==> config.mk <==
export PLATFORM = sky130hd
export DESIGN_NAME = rr_arb16_ctrl
export DESIGN_NICKNAME = d
export VERILOG_FILES = /design/src/rtl/rr_arb16_ctrl_pkg.sv /design/src/rtl/rr_arb16_ctrl_dec.sv /design/src/rtl/rr_arb16_ctrl.sv
export SDC_FILE = /design/constraint.sdc
export NUM_CORES = 1
export LEC_CHECK = 0
export CORE_ASPECT_RATIO = 1.75
export CORE_UTILIZATION = 57
export DETAILED_ROUTE_END_ITERATION = 12
export PLACE_DENSITY = 0.81
export SLEW_MARGIN = 10
export SYNTH_ARGS = -nofsm -noshare
export SYNTH_HDL_FRONTEND = slang
export SYNTH_SLANG_ARGS = --single-unit
==> constraint.sdc <==
create_clock -name clk -period 6.8 [get_ports clk]
set_input_delay 1.02 -clock clk [delete_from_list [all_inputs] [get_ports clk]]
set_output_delay 1.02 -clock clk [all_outputs]
set_load 0.005 [all_outputs]
==> src/rtl/rr_arb16_ctrl_pkg.sv <==
// Shared constants and state encoding for the 16-way round-robin arbiter.
// The top module and the bench both import this package.
package rr_arb16_ctrl_pkg;

    localparam int NUM_REQ = 16;
    localparam int IDX_W   = 4;

    typedef enum logic [1:0] {
        ST_IDLE  = 2'd0,
        ST_GRANT = 2'd1,
        ST_GAP   = 2'd2
    } state_t;

endpackage

==> src/rtl/rr_arb16_ctrl_dec.sv <==
// 4-to-16 one-hot decoder; a is the MSB and d is the LSB of the select index.
module dec4to16 (
    input  logic        a,
    input  logic        b,
    input  logic        c,
    input  logic        d,
    output logic [15:0] y
);

    logic [3:0] sel;

    assign sel = {a, b, c, d};

    generate
        for (genvar gi = 0; gi < 16; gi++) begin : g_dec
            assign y[gi] = (sel == 4'(gi));
        end
    endgenerate

endmodule

==> src/rtl/rr_arb16_ctrl.sv <==
// Round-robin arbiter for 16 requesters with a bounded hold time and a
// one-cycle idle gap between owners; the one-hot grant comes from a 4-to-16 decoder.
module rr_arb16_ctrl
    import rr_arb16_ctrl_pkg::*;
#(
    parameter int HOLD_MAX = 8
) (
    input  logic               clk,
    input  logic               rst,
    input  logic [NUM_REQ-1:0] req,
    output logic [NUM_REQ-1:0] grant,
    output logic [IDX_W-1:0]   grant_idx,
    output logic               grant_valid,
    output logic               preempt
);

    localparam int HC_W = (HOLD_MAX > 1) ? $clog2(HOLD_MAX) : 1;
    localparam logic [HC_W-1:0] HOLD_LAST = HC_W'((HOLD_MAX == 0) ? 0 : HOLD_MAX - 1);

    state_t             state_reg, state_next;
    logic [IDX_W-1:0]   grant_idx_reg, grant_idx_next;
    logic               grant_valid_reg, grant_valid_next;
    logic               preempt_reg, preempt_next;
    logic [IDX_W-1:0]   ptr_reg, ptr_next;
    logic [HC_W-1:0]    hold_cnt_reg, hold_cnt_next;

    logic [IDX_W:0]     pick;
    logic               pick_found;
    logic [IDX_W-1:0]   pick_idx;
    logic               owner_req;
    logic               hold_expired;
    logic [NUM_REQ-1:0] dec_y;

    // Returns {found, index}: first set bit of r scanning upward from p with 4-bit wrap.
    function automatic logic [IDX_W:0] rr_pick(input logic [NUM_REQ-1:0] r,
                                               input logic [IDX_W-1:0]   p);
        logic             found;
        logic [IDX_W-1:0] win;
        logic [IDX_W-1:0] idx;
        found = 1'b0;
        win   = p;
        for (int k = 0; k < NUM_REQ; k++) begin
            idx = p + IDX_W'(k);
            if (!found && r[idx]) begin
                found = 1'b1;
                win   = idx;
            end
        end
        return {found, win};
    endfunction

    always_ff @(posedge clk) begin
        if (rst) begin
            state_reg       <= ST_IDLE;
            grant_idx_reg   <= '0;
            grant_valid_reg <= 1'b0;
            preempt_reg     <= 1'b0;
            ptr_reg         <= '0;
            hold_cnt_reg    <= '0;
        end else begin
            state_reg       <= state_next;
            grant_idx_reg   <= grant_idx_next;
            grant_valid_reg <= grant_valid_next;
            preempt_reg     <= preempt_next;
            ptr_reg         <= ptr_next;
            hold_cnt_reg    <= hold_cnt_next;
        end
    end

    always_comb begin
        state_next       = state_reg;
        grant_idx_next   = grant_idx_reg;
        grant_valid_next = grant_valid_reg;
        preempt_next     = 1'b0;
        ptr_next         = ptr_reg;
        hold_cnt_next    = hold_cnt_reg;

        pick         = rr_pick(req, ptr_reg);
        pick_found   = pick[IDX_W];
        pick_idx     = pick[IDX_W-1:0];
        owner_req    = req[grant_idx_reg];
        hold_expired = (HOLD_MAX != 0) && (hold_cnt_reg == HOLD_LAST);

        case (state_reg)
            ST_IDLE, ST_GAP: begin
                if (pick_found) begin
                    state_next       = ST_GRANT;
                    grant_idx_next   = pick_idx;
                    grant_valid_next = 1'b1;
                    hold_cnt_next    = '0;
                end else begin
                    state_next       = ST_IDLE;
                    grant_valid_next = 1'b0;
                end
            end
            ST_GRANT: begin
                if (!owner_req || hold_expired) begin
                    // Moving ptr past the owner makes a pre-empted requester lowest priority.
                    state_next       = ST_GAP;
                    grant_valid_next = 1'b0;
                    ptr_next         = IDX_W'(grant_idx_reg + 1);
                    preempt_next     = owner_req;
                end else begin
                    hold_cnt_next = HC_W'(hold_cnt_reg + 1);
                end
            end
            default: begin
                state_next       = ST_IDLE;
                grant_valid_next = 1'b0;
            end
        endcase
    end

    dec4to16 u_dec (
        .a (grant_idx_reg[3]),
        .b (grant_idx_reg[2]),
        .c (grant_idx_reg[1]),
        .d (grant_idx_reg[0]),
        .y (dec_y)
    );

    generate
        for (genvar gi = 0; gi < NUM_REQ; gi++) begin : g_grant
            assign grant[gi] = dec_y[gi] & grant_valid_reg;
        end
    endgenerate

    assign grant_idx   = grant_idx_reg;
    assign grant_valid = grant_valid_reg;
    assign preempt     = preempt_reg;

endmodule

# Word-level counts from Yosys, hierarchy flattened
# Cells that the tools add are included.
dict set report totals {
  latchBits 0
  reg_bits 15
  wordCells 193
  input_bits 18
  mem_bits_ro 0
  n_memories 0
  output_inout_bits 22
  mem_bits_rw 0
}
dict set report op_classes {
  shift 0
  bitwise 18
  n_reduce_logical 40
  add_sub_neg 17
  mux 74
  div_mod_pow 0
  magnitude_cmp 17
  eq_ne 21
  multipliers 0
}
# operator count
set op_table {}
lappend op_table {{< comparator 4 x 5 -> 1 bit (second input constant)} 17}
lappend op_table {{binary-select mux 1 bit (select 4 bit)} 17}
lappend op_table {{two-way mux 4 bit} 15}
lappend op_table {{two-way mux 1 bit} 36}
lappend op_table {{adder 4 bit (second input constant)} 8}
lappend op_table {{equality test 4 bit (second input constant)} 8}
lappend op_table {{adder 4 x 3 -> 4 bit (second input constant)} 4}
lappend op_table {{AND 1 bit} 16}
lappend op_table {{equality test 4 x 3 -> 1 bit (second input constant)} 4}
lappend op_table {{zero test 1 bit} 16}
lappend op_table {{logical AND 1 bit} 15}
lappend op_table {{adder 4 x 1 -> 4 bit (second input constant)} 2}
lappend op_table {{adder 4 x 2 -> 4 bit (second input constant)} 2}
lappend op_table {{equality test 4 x 2 -> 1 bit (second input constant)} 2}
lappend op_table {{two-way mux 3 bit} 2}
lappend op_table {{!= test 2 bit (second input constant)} 3}
lappend op_table {{case mux 3 bit (2 select lines)} 1}
lappend op_table {{equality test 4 x 1 -> 1 bit (second input constant)} 1}
lappend op_table {{zero test 4 bit} 1}
lappend op_table {{case mux 2 bit (2 select lines)} 1}
lappend op_table {{AND reduction 2 bit} 2}
lappend op_table {{adder 3 x 1 -> 3 bit (second input constant)} 1}
lappend op_table {{equality test 3 bit (second input constant)} 1}
lappend op_table {{AND reduction 3 bit} 1}
lappend op_table {{other kinds (10)} 11}

# Depth between registers and ports, before layout
dict set report logic_depth {
  word_depth 50
  mapped_depth 16
  depth_no_buf 11
}

# By module
# Synthesis repeated with hierarchy kept, for this count alone.
dict set report unflattened {
  hier_cells 380
  area_unflattened_um2 3519.6
}
# module instances area_per_inst_um2 cells_per_inst seq_area_each_um2
set modules_own_cells {}
lappend modules_own_cells {rr_arb16_ctrl 1 3293.2 360 300.3}
lappend modules_own_cells {dec4to16 1 226.5 20 0.0}

# Worst setup path after synthesis
# No wires, ideal clock.
dict set report synth_timing {
  kind {register -> register}
  start {reg ptr_reg[1]}
  end {reg grant_idx_reg[0], in the netlist grant_idx[0]}
  stages_incl_launch_ff 15
  path_slack_ns 2.816
  t_required_ns 6.678
  period_less_slack_ns 3.984
  t_arrival_ns 3.862
  setup_ns 0.122
  path_buffers 5
  path_cell_list {dfxtp_1 buf_6 buf_2 inv_1 ha_1 buf_2 buf_6 mux4_2 mux4_2 nor2_4 nand3_2 buf_2 a2111oi_0 nor4_1 a221o_1}
}
dict set report synth_via {
  elab_chain_cells 49
  elab_cells_between_ends 109
  classes_between {add/sub (15); mux (63); reduce/logical (31)}
}
# item line_no
set synth_lines {}
lappend synth_lines {{from (decl)} rr_arb16_ctrl.sv:24} ;# logic [IDX_W-1:0] ptr_reg, ptr_next;
lappend synth_lines {{from (signal assigned)} rr_arb16_ctrl.sv:65} ;# ptr_reg <= ptr_next;
lappend synth_lines {{branches (longest 49 deep; another with adder 4 x 1 -> 4 bit)} -}
lappend synth_lines {{to (signal assigned)} rr_arb16_ctrl.sv:62} ;# grant_idx_reg <= grant_idx_next;
lappend synth_lines {{to (decl)} rr_arb16_ctrl.sv:21} ;# logic [IDX_W-1:0] grant_idx_reg, grant_idx_next;
# Several ways; the timed one is not identified. The select of a mux whose other input is x is not followed.
# A chain may end at the register's enable or synchronous reset.

# Worst setup path after layout
dict set report layout_timing {
  start {reg ptr_reg[0]}
  end {reg grant_idx_reg[0], in the netlist grant_idx[0]}
}
# Same word-level chain as after synthesis.

==> metrics.md <==
| Metric | Value |
|---|---|
| Synth unique cells | `68` |
| Pwr per Cell Area | `518 mW/mm2` |
| Worst R2R Start | `ptr_reg[0]` |
| Root Buffer | `clkbuf_8` |
| Crit path max fanout | `32` |
| Area after DPL | `0.00378 mm2` |
| Worst slack, placed | `1960 ps` |
| # diodes | `0` |
| Antenna-violating nets left | `0` |
| TNS Setup | `0 ps` |
| Largest net degree at the start of global routing | `33` |
| Nets | `438` |
| Layout area overhead | `12.4%` |
| Unrepaired setup endpoints after global routing | `false` |
| Final hold vios | `0` |
| M1 GR Usage | `0.393` |
| Number of DRC markers in iteration 0 | `203` |
| Most used routing layer | `met2` |
| Area of the multi-input gates | `0.00291 mm2` |
| Clk slew on worst S/H paths | `60 ps` |
| Std cell rows | `37` |
| Yosys reg bits | `14` |
| Post-route worst setup slack | `1880 ps` |
| Initial core utilization | `0.586` |
| CTS hold repair buffers | `0` |
| Min Tclk post-route | `4920 ps` |
| Post-CTS Setup Inserts | `0` |
| Worst IR Drop VDD | `321 uV` |
| Final Wtd Congestion | `1.02` |
| All-Layer GR Usage | `0.382` |
| Worst Skew | `1.22 ps` |
| Global-route wire length before repair | `18.0 mm` |
| HPWL Detailed | `8.80 mm` |
| Worst Path Required | `6940 ps` |
| Synth Net Count | `416` |
| Commonest non-fill, non-tap cell in the layout | `nor2_1` |
| Residual DRC | `0` |
| CTS-repair resized insts | `0` |
| Crit. End Element | `register` |
| TritonCTS clock tree | `built` |
| Critical path type | `register to register` |
| Die X | `60.5 um` |
| Gate Count Post-Synth | `385` |
| HP Start | `hold_cnt_reg[1]` |
| Number of H-tree levels | `1` |
| Synth Area in Adders | `0.0476` |
| Max Slew Vio Count | `0` |
| Max_cap viols | `0` |
| Design area | `0.00384 mm2` |
| Per-cell routed wire length | `23.3 um` |
| Simple-Gate Fraction of Synth Area | `0.236` |
| Vias in the first global route | `3,492` |
| Grt met2 use | `0.654` |
| Asr flop ratio synth | `0` |
| I/O Buffers | `39` |
| Drt via density | `7.11` |
| Deepest clock path buffer count | `2` |
| Synth Flop Type | `dfxtp_1` |
| Max incr delay on CP | `730 ps` |
| Clk sinks | `14` |
| Tcrit/Tclk final | `0.723` |
| Status | `finished, final reports clean` |
| Sequential area share after synthesis | `0.0821` |
| Leakage | `1.38 nW` |
| DRT Wirelength | `11.3 mm` |
| HP Class | `register to register` |
| Initial antenna violation count | `0` |
| Die area | `0.00632 mm2` |
| Cts bufs inserted | `3` |
| Critical path's top delay family | `multiplexers` |
| Commonest cells after routing, fill and taps aside | `41 x nor2_1, 39 x clkdlybuf4s50_1, 35 x mux4_2, 25 x nand2_1` |
| Mux share of post-synthesis cell area | `0.331` |
| Post-Syn Area | `0.00342 mm2` |
| # IOs | `40` |
| Clk_lat worst skew | `250 ps` |
| Max Clock Freq | `203 MHz` |
| Number of fill cells | `515` |
| Ratio of cells with drive above 1 in the final layout | `0.170` |
| Grt total ovfl | `0` |
| DR vias | `3,440` |
| Xor/xnor share of the synthesized area | `0.0403` |
| Critical path launch point | `ptr_reg[0]` |
| CP max-delay cell | `ha_1` |
| Setup Viol. Count Final | `0` |
| Largest family of logic cells by synthesized area | `multiplexers` |
| Number of synthesized flops with an enable pin | `0` |
| Worst EP arrival | `5060 ps` |
| Worst slew pin tran | `1170 ps` |
| CORE AREA | `0.00583 mm2` |
| Synth Area in Compound Gates | `0.198` |
| Critical path, cell by cell | `buf_4 -> inv_2 -> ha_1 -> buf_4 -> mux4_2 -> mux4_2 -> nor2_4 -> nand3_2 -> o31ai_4 -> nor3_1 -> a221o_1` |
| First-pass iteration count of the detailed router | `4` |
| Max_slew headroom | `0.217` |
| WP buf/inv | `3` |
| Yosys warning count | `0` |
| Reg area | `280 um2` |
| Syn avg cell area | `8.87 um2` |
| Startpoint types | `register` |
| M3 GR Usage | `0.0622` |
| Die Y | `104 um` |
==> cell families (layout without fill, tap and decap cells) <==
| logic type | count (synthesis) | after routing |
|---|---|---|
| AO/OA/AOI/OAI | 82 | 82 |
| XOR/XNOR | 14 | 14 |
| adder cells (fa/ha/maj) | 13 | 13 |
| buffers and inverters | 45 | 66 |
| flip-flops | 14 | 14 |
| multiplexers | 63 | 63 |
| AND/OR/NAND/NOR | 154 | 154 |
==> report_power, final <==
group,total (mW),internal (mW),switching [mW]
clock,0.0836,0.0514,0.0322
combinational,1.74,0.702,1.04
sequential,0.165,0.106,0.0591
==> final cells by class <==
class / instances / area share
Multi-Input combinational cell: 326 / 0.759
Timing Repair Buffer: 43 / 0.110
Sequential cell: 14 / 0.0730
Tap cell: 78 / 0.0254
Inverter: 19 / 0.0186
Clock buffer: 4 / 0.0143
==> routing by layer <==
layer  part of all wire  vias to the layer above  wire length [um]
li1                   -                     1533                 -
met2               0.53                      180              5990
met1               0.33                     1660              3760
met4              0.079                        0               894
met3              0.057                       67               646
met5                  0                        -                 0
==> tightest hold or removal path, cell delays in order, from the launching register on <==
cell and delay, ps:
dfxtp_1 310, nand3_1 60, a21oi_1 50
==> cells in the mapped netlist (8+ instances only) <==
| cell type | number | share of area |
|---|---|---|
| mux2i_1 | 17 | 0.050 |
| and3_1 | 9 | 0.016 |
| and2_1 | 18 | 0.033 |
| clkbuf_1 | 11 | 0.012 |
| inv_1 | 18 | 0.020 |
| nor2_1 | 41 | 0.045 |
| nor2b_1 | 9 | 0.016 |
| nand3_1 | 11 | 0.016 |
| dfxtp_1 | 14 | 0.082 |
| ha_1 | 13 | 0.048 |
| nand2_1 | 25 | 0.027 |
| o21ai_0 | 9 | 0.013 |
| xnor2_1 | 8 | 0.021 |
| a21oi_1 | 15 | 0.022 |
| mux4_2 | 35 | 0.23 |
| nor3_1 | 13 | 0.019 |
==> worst paths after layout <==
| kind | to | slack (ps) | cells after the start |
|---|---|---|---|
| worst max register to register | grant_idx[0] | 1880 | 11 |
| worst min register to register | hold_cnt_reg[1] | 470 | 2 |
| worst max-delay path | grant_idx[0] | 1880 | 11 |
| worst min-delay path | hold_cnt_reg[1] | 470 | 2 |
==> through the flow <==
stage	util	total power, mW	instances	hold WS [ps]
after floorplan	-	1.44	385	447
after global placement	0.649	1.83	480	454
after detailed placement	0.649	1.84	480	466
after CTS	0.658	1.93	484	474
after global routing	0.658	2.10	484	496
final	0.658	1.99	484	471
Power figures use the tool's default switching activity.
